**config.mk**
```make
export PLATFORM = sky130hd
export DESIGN_NAME = pattern_detect_ctrl
export DESIGN_NICKNAME = d
export VERILOG_FILES = /design/src/rtl/pattern_detect_pkg.sv /design/src/rtl/pattern_match_core.sv /design/src/rtl/pattern_detect_ctrl.sv
export SDC_FILE = /design/constraint.sdc
export NUM_CORES = 1
export LEC_CHECK = 0
export ABC_AREA = 1
export CAP_MARGIN = 10
export CORE_MARGIN = 2
export CORE_UTILIZATION = 39
export DETAILED_ROUTE_END_ITERATION = 16
export PLACE_DENSITY = 0.7
export SLEW_MARGIN = 20
export SYNTH_ARGS = -nofsm -noshare
export SYNTH_HDL_FRONTEND = slang
export SYNTH_HIERARCHICAL = 1
export SYNTH_SLANG_ARGS = --single-unit
```
**constraint.sdc**
```tcl
create_clock -name clk -period 4.75 [get_ports clk]
set_input_delay 1.425 -clock clk [delete_from_list [all_inputs] [get_ports clk]]
set_output_delay 1.425 -clock clk [all_outputs]
set_load 0.02 [all_outputs]
```
**src/rtl/pattern_detect_pkg.sv**
```systemverilog
// Shared types and defaults for the programmable serial pattern detector.
// Latency: n/a (types, constants and a helper only).
// Backpressure: n/a.
package pattern_detect_pkg;

  localparam int MAXLEN_DEF = 8;  // max pattern length in bits
  localparam int LENW_DEF   = 4;  // width of the length field, holds MAXLEN
  localparam int CNTW_DEF   = 8;  // width of match counter / target

  typedef enum logic [1:0] {
    ST_IDLE  = 2'd0,
    ST_ARMED = 2'd1,
    ST_DONE  = 2'd2
  } state_e;

  // A length is usable only if it selects at least one bit and fits the window.
  function automatic logic len_legal(input int unsigned len, input int unsigned maxlen);
    return (len >= 1) && (len <= maxlen);
  endfunction

endpackage

```
**src/rtl/pattern_match_core.sv**
```systemverilog
// Serial matcher: history shift register, fill counter and masked compare driving y.
// Latency: y_o is combinational on x_i (Mealy); history/fill update on the next edge.
// Backpressure: none; en_i qualifies each bit, nothing shifts while it is low.
//
// Ports:
//   clk, reset   clock and synchronous active-high reset
//   clear_i      empties the history (arming)
//   en_i         accept x_i this cycle (ARMED and bit valid)
//   x_i          serial data bit
//   pattern_i    pattern, bit [len-1] is the first bit received
//   len_i        active pattern length, 1..MAXLEN
//   overlap_i    0 = history restarts after every match
//   y_o          match pulse
module pattern_match_core
  import pattern_detect_pkg::*;
#(
  parameter int MAXLEN = MAXLEN_DEF,
  parameter int LENW   = LENW_DEF
) (
  input  logic              clk,
  input  logic              reset,
  input  logic              clear_i,
  input  logic              en_i,
  input  logic              x_i,
  input  logic [MAXLEN-1:0] pattern_i,
  input  logic [LENW-1:0]   len_i,
  input  logic              overlap_i,
  output logic              y_o
);

  // Only MAXLEN-1 past bits are ever needed: the newest bit comes from x_i.
  logic [MAXLEN-2:0] hist_q, hist_d;
  logic [LENW-1:0]   fill_q, fill_d;
  logic [MAXLEN-1:0] win;
  logic [MAXLEN-1:0] mask;
  logic              filled;
  logic              hit;

  always_comb begin
    win = {hist_q, x_i};
    for (int i = 0; i < MAXLEN; i++) begin
      mask[i] = (i < int'(len_i));
    end
    // fill counts valid history bits; len-1 of them plus x_i complete a window.
    filled = (fill_q >= (len_i - LENW'(1)));
    hit    = (((win ^ pattern_i) & mask) == '0);
    y_o    = en_i && filled && hit;
  end

  always_comb begin
    hist_d = hist_q;
    fill_d = fill_q;
    if (en_i) begin
      hist_d = win[MAXLEN-2:0];
      if (y_o && !overlap_i) begin
        // Stale history bits stay in hist but are masked out by fill.
        fill_d = '0;
      end else if (fill_q != LENW'(MAXLEN)) begin
        fill_d = fill_q + LENW'(1);
      end
    end
  end

  always_ff @(posedge clk) begin
    if (reset || clear_i) begin
      hist_q <= '0;
      fill_q <= '0;
    end else begin
      hist_q <= hist_d;
      fill_q <= fill_d;
    end
  end

endmodule

```
**src/rtl/pattern_detect_ctrl.sv**
```systemverilog
// Configures, arms and sequences the serial pattern detector; counts matches to a target.
// Latency: y same cycle as the last pattern bit; match_count/done/busy/cfg_err one edge later.
// Backpressure: cfg_ready high only in IDLE (and not during a start/abort cycle).
//
// Ports:
//   clk, reset                         clock and synchronous active-high reset
//   cfg_valid/cfg_ready                config handshake; pattern/len/overlap/target
//   start, abort                       arm (from IDLE or DONE) / return to IDLE
//   x, x_valid                         serial bit and qualifier
//   y                                  combinational match pulse
//   match_count, busy, done, cfg_err   status
module pattern_detect_ctrl
  import pattern_detect_pkg::*;
#(
  parameter int MAXLEN = MAXLEN_DEF,
  parameter int LENW   = LENW_DEF,
  parameter int CNTW   = CNTW_DEF
) (
  input  logic              clk,
  input  logic              reset,
  input  logic              cfg_valid,
  output logic              cfg_ready,
  input  logic [MAXLEN-1:0] cfg_pattern,
  input  logic [LENW-1:0]   cfg_len,
  input  logic              cfg_overlap,
  input  logic [CNTW-1:0]   cfg_target,
  input  logic              start,
  input  logic              abort,
  input  logic              x,
  input  logic              x_valid,
  output logic              y,
  output logic [CNTW-1:0]   match_count,
  output logic              busy,
  output logic              done,
  output logic              cfg_err
);

  state_e            state_q, state_d;
  logic [MAXLEN-1:0] pattern_q;
  logic [LENW-1:0]   len_q;
  logic              overlap_q;
  logic [CNTW-1:0]   target_q;
  logic [CNTW-1:0]   count_q, count_d, count_inc;
  logic              cfg_err_q, cfg_err_d;
  logic              arm;
  logic              match_en;
  logic              y_int;
  logic              len_ok;

  assign len_ok    = len_legal(32'(len_q), MAXLEN);
  // abort outranks a match, so the matcher is gated off in the abort cycle.
  assign match_en  = (state_q == ST_ARMED) && x_valid && !abort;
  assign count_inc = (count_q == '1) ? count_q : count_q + CNTW'(1);

  pattern_match_core #(
    .MAXLEN (MAXLEN),
    .LENW   (LENW)
  ) u_core (
    .clk       (clk),
    .reset     (reset),
    .clear_i   (arm),
    .en_i      (match_en),
    .x_i       (x),
    .pattern_i (pattern_q),
    .len_i     (len_q),
    .overlap_i (overlap_q),
    .y_o       (y_int)
  );

  // State register
  always_ff @(posedge clk) begin
    if (reset) begin
      state_q <= ST_IDLE;
    end else begin
      state_q <= state_d;
    end
  end

  // Next-state logic
  always_comb begin
    state_d   = state_q;
    arm       = 1'b0;
    cfg_err_d = 1'b0;
    if (abort) begin
      state_d = ST_IDLE;
    end else begin
      case (state_q)
        ST_IDLE: begin
          if (start) begin
            if (len_ok) begin
              state_d = ST_ARMED;
              arm     = 1'b1;
            end else begin
              cfg_err_d = 1'b1;
            end
          end
        end
        ST_ARMED: begin
          // Target 0 means free-run: never leave ARMED on a match.
          if (y_int && (target_q != '0) && (count_inc == target_q)) begin
            state_d = ST_DONE;
          end
        end
        ST_DONE: begin
          if (start) begin
            state_d = ST_ARMED;
            arm     = 1'b1;
          end
        end
        default: state_d = ST_IDLE;
      endcase
    end
  end

  // Outputs
  always_comb begin
    busy      = (state_q == ST_ARMED);
    done      = (state_q == ST_DONE);
    // Withheld while start/abort is asserted so a completed handshake is
    // never silently dropped by a higher-priority event.
    cfg_ready = (state_q == ST_IDLE) && !start && !abort;
    y         = y_int;
  end

  always_comb begin
    count_d = count_q;
    if (arm) begin
      count_d = '0;
    end else if (y_int) begin
      count_d = count_inc;
    end
  end

  always_ff @(posedge clk) begin
    if (reset) begin
      pattern_q <= '0;
      len_q     <= '0;
      overlap_q <= 1'b0;
      target_q  <= '0;
      count_q   <= '0;
      cfg_err_q <= 1'b0;
    end else begin
      if (cfg_valid && cfg_ready) begin
        pattern_q <= cfg_pattern;
        len_q     <= cfg_len;
        overlap_q <= cfg_overlap;
        target_q  <= cfg_target;
      end
      count_q   <= count_d;
      cfg_err_q <= cfg_err_d;
    end
  end

  assign match_count = count_q;
  assign cfg_err     = cfg_err_q;

endmodule

```
==> results.txt <==
RSZ-0062 raised after global routing - no
Placed cell count - 504
Largest cells by area after synthesis - dfxtp_1 (33%), nand2_1 (13%), nand3_1 (9.8%)
Ant diodes - 0
Hold Path Class - reg2reg
DPL Wire Length - 4590 microns
Max FO, Critical Path - 3
GP Congestion - 0.866
Pre-antenna DRT Iters - 5
EDFF count, synth - 0
Pleak - 0.00137 uW
Actual slew at the worst max-slew pin - 949 ps
Synth top area share - 0.332
Commonest non-fill, non-tap cell in the layout - nand2_1
I/O Pins - 41
Total Die Area - 7320 sq um
Pre-CTS WS - 36.7 ps
Largest family of logic cells by synthesized area - simple AND/OR/NAND/NOR gates
Via count - 2582
XOR/XNOR Fraction of Synth Area - 0.0270
Number of global-route vias before repair - 2354
Area Overhead vs Synth - 23.7%
Fmax - 0.223 GHz
Most frequent cells in the layout - nand2_1 (93), inv_1 (51), nand3_1 (51)
VDD IR max - 163 uV
Worst setup SP type - primary input
Routed WL per cell - 11.6 microns
Mapped Cells - 391
CP max-delay cell - clkdlybuf4s50_1
Worst relative slew slack - 0.366
Mean Syn Cell Area - 6.63 sq um
Async set or reset register ratio after synthesis - 0
Largest net degree at the start of global routing - 34
Max incr delay on CP - 690 ps
PwrDens - 244 nW/um^2
Netlist cell types - 28
First-pass GRT wire length - 10300 microns
Seq cells post-synth - 43
Simple-gate share of the synthesized area - 0.359
Ys Warns - 6
Slew Viols, Final - 0
# hold bufs at CTS - 0
Sink Count - 43
Row count - 29
Final min period - 4480 ps
DR vias/cell - 5.04
Total Wirelength - 5950 microns
Num CTS Buffers - 5
Total GRT Usage - 0.172
Util after Layout - 0.502
Root Driver - clkbuf_8
Worst hold slack - 482 ps
Initial Utilization - 0.406
Cell area after synthesis - 2590 sq um
Multiplexer share of the synthesized area - 0
Skew final - 3.96 ps
Area leader, netlist - dfxtp_1
Crit. End Element - output port
Routed Antenna Nets - 0
Initial DRC Count - 97
Adder-Cell Fraction of Synth Area - 0.0483
Cell Chain, Critical Path - clkdlybuf4s50_1 > buf_4 > nor4_1 > clkdlybuf4s50_1
Endpoints failing hold - 0
DRC Markers - 0
Worst-Skew Late Latency - 290 ps
Final WS setup - 268 ps
Tcrit/Tclk final - 0.944
Layout cells sized above 1 - 0.0943
Setup_tns - 0 ps
Top cell by count, worst path - clkdlybuf4s50_1
CTS HTree Levels - 2
Compound-gate portion of the synthesized area - 0.127
Status - finished, final reports clean
Max Buffers Root-to-Sink - 2
CTS tree - done
Final layout net count - 472
Initial antenna violation count - 0
Finished Layout Cells - 512
Post-synth net total - 429
Final setup viols - 0
MaxCap Viol Count - 0
Grt ovf - 0
Die Span Y - 85.5 microns
Worst EP required - 3320 ps
Core footprint - 6390 sq um
Synth Flop Type - dfxtp_1
Sequential-to-total area share from yosys stat - 0.332
WP data arrival - 3060 ps
Die width - 85.5 microns
Clk slew on worst S/H paths - 80 ps
Kind of critical path - in2out
IO buf count - 40
[report_power, final]
part | switching [uW] | internal [uW]
clock network | 127 | 170
registers | 9.22 | 370
logic | 56.2 | 49.2
[flip-flops by register name (all words and copies together), names as in the netlist]
name,flops
match_count,8
pattern_q,8
target_q,8
u_core/hist_q,7
len_q,4
u_core/fill_q,4
state_q,2
cfg_err,1
overlap_q,1
[stage by stage]
step | power (uW) | cell area (sq um)
2_1_floorplan | 450 | 2590
3_3_place_gp | 492 | 3090
3_5_place_dp | 493 | 3090
4_1_cts | 790 | 3200
5_1_grt | 819 | 3210
6_report | 782 | 3210
[cells by family after synthesis]
| family | count (synthesis) |
|---|---|
| flip-flops | 43 |
| adder cells (fa/ha/maj) | 10 |
| buffers and inverters | 68 |
| AND/OR/NAND/NOR | 198 |
| AO/OA/AOI/OAI | 64 |
| XOR/XNOR | 8 |
[final cells by class]
| type | count | area, sq um |
|---|---|---|
| fill | 662 | 3180 |
| tap | 77 | 96.3 |
| timing repair buffer | 47 | 455 |
| multi-input combinational | 280 | 1460 |
| clock inverter | 2 | 35.0 |
| clock buffer | 6 | 82.6 |
| inverter | 57 | 214 |
| sequential | 43 | 861 |
[metal layers]
layer,up-vias,wire length (microns),part of all wire,track usage
li1,1356,-,-,-
met1,1156,2890,0.49,0.229
met2,60,2670,0.45,0.278
met3,10,260,0.044,0.0289
met4,0,129,0.022,0.0664
met5,-,0,0,0
[path summary, 6_finish.rpt]
check / from / endpoint / slack [ps] / cells past startpoint
max: abort / cfg_ready / 270 / 4
max reg2reg: len_q[0]$_SDFFE_PP0P_ / state_q[1]$_SDFFE_PP0P_ / 2040 / 16
min: u_core/hist_q[4]$_SDFFE_PP0P_ / u_core/hist_q[5]$_SDFFE_PP0P_ / 480 / 2
min reg2reg: u_core/hist_q[4]$_SDFFE_PP0P_ / u_core/hist_q[5]$_SDFFE_PP0P_ / 480 / 2
[synthesized netlist by cell type (2+ instances only)]
library cell and number:
nand2_2 5, o21bai_1 2, nor2_4 4, nand2_4 2, ha_1 10, nand3_1 51
o21ai_0 17, inv_2 6, nor4_1 4, xor2_1 6, nor2_1 26, inv_1 51
nor2_2 2, nand3_2 3, nand4_1 6, xnor2_1 2, dfxtp_1 43, a21oi_1 42
nand2_1 93, clkbuf_1 8
[what timing repair did]
item | CTS | global route
resized for setup | 0 | 2
setup endpoints to repair | 0 | 1
setup buffers | 0 | 0
[worst max-delay path: cells and delay by family]
family	cells	cell delay, ps
buffers and inverters	3	1270
and+or+nand+nor	1	360
Power figures use the tool's default switching activity.
